[src/rtl/riscv_defines.sv]
// Shared definitions for the branch target buffer: default geometry,
// entry layout and the sweep FSM encoding.
package riscv_defines;

    localparam int BTB_SETS    = 16;
    localparam int BTB_WAYS    = 2;
    localparam int BTB_TAG_MAX = 30;

    // Tag is right-justified; bits above the instance's TAG_W stay zero.
    typedef struct packed {
        logic                   valid;
        logic [BTB_TAG_MAX-1:0] tag;
        logic [31:0]            target;
    } btb_sa_entry_t;

    typedef enum logic {
        BTB_IDLE  = 1'b0,
        BTB_CLEAR = 1'b1
    } btb_state_t;

    function automatic int btb_way_w(input int ways);
        return (ways > 1) ? $clog2(ways) : 1;
    endfunction

endpackage

[src/rtl/btb_victim_sel.sv]
// Victim way choice for a BTB fill: lowest invalid way first, otherwise the
// set's round-robin pointer, which advances only when it was used.
module btb_victim_sel
    import riscv_defines::*;
#(
    parameter int SETS  = BTB_SETS,
    parameter int WAYS  = BTB_WAYS,
    localparam int IDX_W = $clog2(SETS),
    localparam int WAY_W = btb_way_w(WAYS)
) (
    input  logic             clk,
    input  logic [IDX_W-1:0] set_idx,
    input  logic [WAYS-1:0]  valid_vec,
    input  logic             advance,
    input  logic             clear,
    input  logic [IDX_W-1:0] clear_idx,
    output logic [WAY_W-1:0] victim,
    output logic             has_invalid
);

    // Pointer storage is established by the sweep, never by reset.
    logic [WAY_W-1:0] ptr_mem [SETS];
    logic [WAY_W-1:0] ptr_cur;
    logic [WAY_W-1:0] inv_way;

    assign ptr_cur = ptr_mem[set_idx];

    always_comb begin
        inv_way     = '0;
        has_invalid = 1'b0;
        for (int w = WAYS - 1; w >= 0; w--) begin
            if (!valid_vec[w]) begin
                inv_way     = WAY_W'(w);
                has_invalid = 1'b1;
            end
        end
    end

    assign victim = has_invalid ? inv_way : ptr_cur;

    always_ff @(posedge clk) begin
        if (clear) begin
            ptr_mem[clear_idx] <= '0;
        end else if (advance) begin
            ptr_mem[set_idx] <= (ptr_cur == WAY_W'(WAYS - 1)) ? '0 : ptr_cur + 1'b1;
        end
    end

endmodule

[src/rtl/btb_set_assoc.sv]
// Set-associative branch target buffer with combinational lookup, resolution
// updates one cycle later, and a one-set-per-cycle invalidation sweep.
//
// state     | meaning
// ----------+-----------------------------------------------------------
// BTB_IDLE  | lookups live, resolved branches update the table
// BTB_CLEAR | sweeping set clr_cnt to invalid; busy=1, no hits, no updates
module btb_set_assoc
    import riscv_defines::*;
#(
    parameter int SETS     = BTB_SETS,
    parameter int WAYS     = BTB_WAYS,
    parameter int TAG_W    = 30 - $clog2(SETS),
    parameter int EVICT_NT = 1
) (
    input  logic        clk,
    input  logic        rst,
    input  logic        flush,
    output logic        busy,
    input  logic [31:0] pc_f,
    output logic        btb_hit,
    output logic [31:0] pred_target,
    input  logic [31:0] pc_m,
    input  logic        cflow_valid,
    input  logic        cflow_taken,
    input  logic [31:0] cflow_target
);

    localparam int IDX_W = $clog2(SETS);
    localparam int WAY_W = btb_way_w(WAYS);

    btb_state_t       state, state_nx;
    logic [IDX_W-1:0] clr_cnt, clr_cnt_nx;
    logic [IDX_W-1:0] clr_idx;

    always_ff @(posedge clk) begin
        if (rst) begin
            state   <= BTB_CLEAR;
            clr_cnt <= '0;
        end else begin
            state   <= state_nx;
            clr_cnt <= clr_cnt_nx;
        end
    end

    always_comb begin
        state_nx   = state;
        clr_cnt_nx = clr_cnt;
        case (state)
            BTB_IDLE: begin
                if (flush) begin
                    state_nx   = BTB_CLEAR;
                    clr_cnt_nx = '0;
                end
            end
            BTB_CLEAR: begin
                if (flush) begin
                    clr_cnt_nx = '0;
                end else if (clr_cnt == IDX_W'(SETS - 1)) begin
                    state_nx   = BTB_IDLE;
                    clr_cnt_nx = '0;
                end else begin
                    clr_cnt_nx = clr_cnt + 1'b1;
                end
            end
            default: begin
                state_nx   = BTB_CLEAR;
                clr_cnt_nx = '0;
            end
        endcase
    end

    // rst forces the sweep outputs combinationally so the first reset cycle is clean.
    assign busy    = rst | (state == BTB_CLEAR);
    assign clr_idx = rst ? '0 : clr_cnt;

    logic [IDX_W-1:0] idx_f, idx_m;
    logic [TAG_W-1:0] tag_f, tag_m;

    assign idx_f = pc_f[2 +: IDX_W];
    assign idx_m = pc_m[2 +: IDX_W];
    assign tag_f = pc_f[31 -: TAG_W];
    assign tag_m = pc_m[31 -: TAG_W];

    btb_sa_entry_t    rd_f [WAYS];
    btb_sa_entry_t    rd_m [WAYS];
    btb_sa_entry_t    wr_entry;
    logic [IDX_W-1:0] wr_idx;
    logic [WAYS-1:0]  way_we;
    logic [WAYS-1:0]  hit_vec_f, hit_vec_m, valid_m;
    logic [WAYS-1:0]  unused_rd;

    for (genvar w = 0; w < WAYS; w++) begin : g_way
        btb_sa_entry_t mem [SETS];

        always_ff @(posedge clk) begin
            if (way_we[w]) begin
                mem[wr_idx] <= wr_entry;
            end
        end

        assign rd_f[w]      = mem[idx_f];
        assign rd_m[w]      = mem[idx_m];
        assign hit_vec_f[w] = rd_f[w].valid && (rd_f[w].tag[TAG_W-1:0] == tag_f);
        assign hit_vec_m[w] = rd_m[w].valid && (rd_m[w].tag[TAG_W-1:0] == tag_m);
        assign valid_m[w]   = rd_m[w].valid;
        assign unused_rd[w] = ^{rd_f[w].tag, rd_m[w].tag, rd_m[w].target};
    end

    logic             any_f, any_m;
    logic [WAY_W-1:0] hit_way_f, hit_way_m;

    always_comb begin
        any_f     = 1'b0;
        any_m     = 1'b0;
        hit_way_f = '0;
        hit_way_m = '0;
        for (int w = WAYS - 1; w >= 0; w--) begin
            if (hit_vec_f[w]) begin
                any_f     = 1'b1;
                hit_way_f = WAY_W'(w);
            end
            if (hit_vec_m[w]) begin
                any_m     = 1'b1;
                hit_way_m = WAY_W'(w);
            end
        end
    end

    assign btb_hit     = any_f & ~busy;
    assign pred_target = btb_hit ? rd_f[hit_way_f].target : 32'h0;

    logic             upd_ok;
    logic             vic_advance;
    logic             vic_has_inv;
    logic [WAY_W-1:0] vic_way;

    assign upd_ok = cflow_valid & ~busy;

    btb_victim_sel #(
        .SETS (SETS),
        .WAYS (WAYS)
    ) u_victim (
        .clk         (clk),
        .set_idx     (idx_m),
        .valid_vec   (valid_m),
        .advance     (vic_advance),
        .clear       (busy),
        .clear_idx   (clr_idx),
        .victim      (vic_way),
        .has_invalid (vic_has_inv)
    );

    always_comb begin
        way_we                   = '0;
        wr_idx                   = idx_m;
        vic_advance              = 1'b0;
        wr_entry                 = '0;
        wr_entry.valid           = 1'b1;
        wr_entry.tag[TAG_W-1:0]  = tag_m;
        wr_entry.target          = cflow_target;
        if (busy) begin
            way_we   = '1;
            wr_idx   = clr_idx;
            wr_entry = '0;
        end else if (upd_ok) begin
            if (any_m) begin
                if (cflow_taken) begin
                    way_we[hit_way_m] = 1'b1;
                end else if (EVICT_NT != 0) begin
                    way_we[hit_way_m] = 1'b1;
                    wr_entry.valid    = 1'b0;
                end
            end else if (cflow_taken) begin
                way_we[vic_way] = 1'b1;
                vic_advance     = ~vic_has_inv;
            end
        end
    end

    logic unused_pc;
    assign unused_pc = ^{pc_f, pc_m, unused_rd};

endmodule
[config.mk]
export PLATFORM = sky130hd
export DESIGN_NAME = btb_set_assoc
export DESIGN_NICKNAME = d
export VERILOG_FILES = /design/src/rtl/riscv_defines.sv /design/src/rtl/btb_victim_sel.sv /design/src/rtl/btb_set_assoc.sv
export SDC_FILE = /design/constraint.sdc
export NUM_CORES = 2
export LEC_CHECK = 0
export CORE_MARGIN = 2
export CORE_UTILIZATION = 60
export CTS_BUF_LIST = sky130_fd_sc_hd__clkbuf_16
export DETAILED_ROUTE_END_ITERATION = 10
export PLACE_DENSITY = 0.88
export SLEW_MARGIN = 20
export SYNTH_ARGS = -nofsm -noshare
export SYNTH_HDL_FRONTEND = slang
export SYNTH_SLANG_ARGS = --single-unit
[constraint.sdc]
create_clock -name clk -period 13.35 [get_ports clk]
set_input_delay 2.67 -clock clk [delete_from_list [all_inputs] [get_ports clk]]
set_output_delay 2.67 -clock clk [all_outputs]
set_load 0.01 [all_outputs]
==> flow_metrics.env <==
export IMPL_avgRoutedWirePerCell_um=41.80
export IMPL_fmax_mhz=86.68
export IMPL_start_kind="primary input"
export IMPL_async_reset_ff_share_pct=0
export IMPL_worst_path_max_delay_cell="or3_4"
export IMPL_grt_ovfl_total=0
export IMPL_grt_max_degree=115
export IMPL_dieArea_mm2=0.1404
export IMPL_crit_arrival_ns=8.87
export IMPL_layout_drive_gt1_share_pct=28.59
export IMPL_period_share_pct=86.42
export IMPL_p_per_area_mw_per_mm2=135.7
export IMPL_critPathCaptureType="output port"
export IMPL_setup_slack_ns=1.813
export IMPL_worst_slew_pin_slew_ns=1.248
export IMPL_setup_viol_count_final=0
export IMPL_syn_avg_cell_area_um2=21.26
export IMPL_required_ns=10.68
export IMPL_crit_start="pc_f[2]"
export IMPL_ys_flop_type="edfxtp_1"
export IMPL_criticalPathCategory="in2out"
export IMPL_slowest_delay_ns=0.81
export IMPL_r2r_end="g_way[1].mem[12][24]"
export IMPL_pre_cts_ws_ns=2.129
export IMPL_antenna_found_initial=7
export IMPL_multiInputGateArea_mm2=0.02390
export IMPL_htree_num_levels=4
export IMPL_relSlewSlack_pct=16.77
export IMPL_syn_instance_count=3879
export IMPL_cp_max_fo=70
export IMPL_initial_core_util_pct=60.21
export IMPL_rr_worst_depth=12
export IMPL_total_power_mw=12.46
export IMPL_viasPerCell=7.753
export IMPL_cts_root_buf="clkbuf_16"
export IMPL_status="complete, no violations"
export IMPL_cts_buffer_depth=3
export IMPL_drtIter0Drc=8912
export IMPL_hold_class="reg2reg"
export IMPL_r2r_start="g_way[1].mem[11][53]"
export IMPL_gr_usage_all_layers_pct=36.12
export IMPL_max_vdd_ir_drop_uv=124.3
export IMPL_cts_made_buffers=185
export IMPL_yosys_warnings=0
export IMPL_hold_path_cell_count=2
export IMPL_cts_resized_gates=0
export IMPL_insertion_delay_ns=0.86
export IMPL_cts_tree="done"
export IMPL_areaGrowthSynthToFinish_pct=11.30
export IMPL_synth_cell_types=74
export IMPL_die_x_um=374.8
export IMPL_finish_net_count=4164
export IMPL_fin_skew_ns=0.05786
export IMPL_finalWirelength_mm=251.0
export IMPL_die_h_um=374.8
export IMPL_portBuffers=130
export IMPL_hold_viol=0
export IMPL_core_mm2=0.1370
export IMPL_pin_count=135
export IMPL_leakage_nw=28.08
export IMPL_post_cts_buffers=0
export IMPL_hpwl_mm=132.2
export IMPL_postCtsHoldBufs=0
export IMPL_vias=46560
export IMPL_grt_pass1_wl_mm=353.8
export IMPL_place_gp_congestion=0.9737
export IMPL_postSynthNetCount=3981
export IMPL_clk_pin_slew_ns=0.07
export IMPL_fp_row_count=136
export IMPL_critPathMostFrequentCell="buf_4"
export IMPL_grt_pass1_vias=47380
export IMPL_min_period_ns=11.54
export IMPL_cp_cell_sequence="buf_8 > buf_4 > mux4_2 > mux2i_1 > xnor2_1 > o31ai_1 > nand4_1 > nor4_4 > buf_4 > or3_4 > o21ai_1 > clkdlybuf4s50_1"
export IMPL_yosysSeqAreaShare_pct=69.44
export IMPL_dp_cells=5666
export IMPL_ant_nets=0
export IMPL_synth_edff_count=1904
export IMPL_finalSetupTns_ns=0
export IMPL_syn_area_mm2=0.08248
export IMPL_synth_seq_cells=1909
export IMPL_drv_cap=0
export IMPL_fillers=7861
export IMPL_min_from="clr_cnt[1]"
export IMPL_cts_sinks=1909
export IMPL_route_detailed_drc=0
export IMPL_seqCellArea_mm2=0.05727
export IMPL_holdPathEnd="clr_cnt[1]"
export IMPL_rsz0062_at_grt="false"
export IMPL_first_pass_iters=6
export IMPL_reg2reg_slack_ns=7.23
export IMPL_layoutNonFillerInstCount=6005
export IMPL_finalMaxSlewViolations=0
==> final cells by class <==
type,instances,share of cell area [%]
Sequential cell,1909,62.39
Clock inverter,143,1.236
Antenna cell,6,0.01636
Clock buffer,187,5.098
Tap cell,1794,2.445
Multi-Input combinational cell,1672,26.04
Inverter,53,0.2167
Timing Repair Buffer,241,2.556
==> worst max-delay path by stage <==
stage                 endpoint  depth (start not counted)
2_1_floorplan  pred_target[10]                         15
3_3_place_gp   pred_target[17]                         12
3_5_place_dp   pred_target[19]                         12
4_1_cts        pred_target[17]                         12
5_1_grt        pred_target[17]                         12
6_report       pred_target[17]                         12
==> cells by family after synthesis <==
family	Yosys count	synth area share, %
flip-flops	1909	69.44
multiplexers	975	23.37
AND/OR/NAND/NOR	375	2.333
buffers and inverters	298	1.931
AO/OA/AOI/OAI	231	1.948
XOR/XNOR	90	0.9558
adder cells (fa/ha/maj)	1	0.01517
==> where the power goes <==
part	switching [mW]	internal (mW)	leakage [nW]
combinational	0.435	0.338	8.71
sequential	0.0190	6.53	16.4
clock	2.36	2.77	2.99
total	2.82	9.64	28.1
==> flip-flops by register name, summed over array words and instances (netlist names) <==
signal / count
clr_cnt: 4
g_way.mem: 1888
state: 1
u_victim.ptr_mem: 16
==> stage by stage <==
step / area [um2] / hold WS, ns / utilization (%)
floorplan: 82480 / 0.6196 / -
global placement: 85840 / 0.6175 / 62.67
detailed placement: 85870 / 0.6509 / 62.69
CTS: 91680 / 0.6663 / 66.93
global route: 91780 / 0.6962 / 67.00
finish: 91800 / 0.6778 / 67.02
==> layer usage <==
metal  GRT usage (%)  part of all wire (%)
met5          0.2058                 0.033
met3           11.01                    15
met2           55.24                    47
met4           22.86                   7.5
met1           45.63                    30
==> cells in the mapped netlist (all sizes together) (5+ instances only) <==
master,n,area share (%)
buf,166,1.3
nor2,81,0.37
xnor2,52,0.55
mux2i,200,2.4
nand3,52,0.32
a22oi,35,0.32
nor4,13,0.11
dfxtp,5,0.12
and2,57,0.43
nor2b,16,0.12
a22o,11,0.12
nand2,78,0.35
xor2,38,0.40
a211oi,12,0.11
a31oi,8,0.068
inv,50,0.23
o31ai,19,0.17
edfxtp,1904,69
a221oi,14,0.16
or4,5,0.046
or2,9,0.068
a21o,8,0.073
o22ai,13,0.099
clkbuf,79,0.36
nand4,10,0.076
nor3,16,0.097
o21ai,49,0.30
nand2b,8,0.061
nand3b,5,0.046
or3,8,0.067
a21oi,29,0.18
mux4,759,21
mux2,16,0.22
==> cell usage in the layout (no fill, tap or decap), types with 51 or more instances in the layout <==
cell type        count
mux2i_1            200
edfxtp_1          1904
nand2_1             78
mux4_2             759
nand3_1             51
inv_1               87
buf_4               97
clkdlybuf4s50_1    122
xnor2_1             52
clkbuf_16          187
==> worst max-delay path, delay by kind of cell <==
kind,cells,cell delay (ns)
AOI/OAI and AO/OA,2,0.93
xor gates and xnor gates,1,0.10
buffers and inverters,4,2.76
muxes,2,0.94
and+or+nand+nor,3,1.28
(Power assumes the default switching activity.)
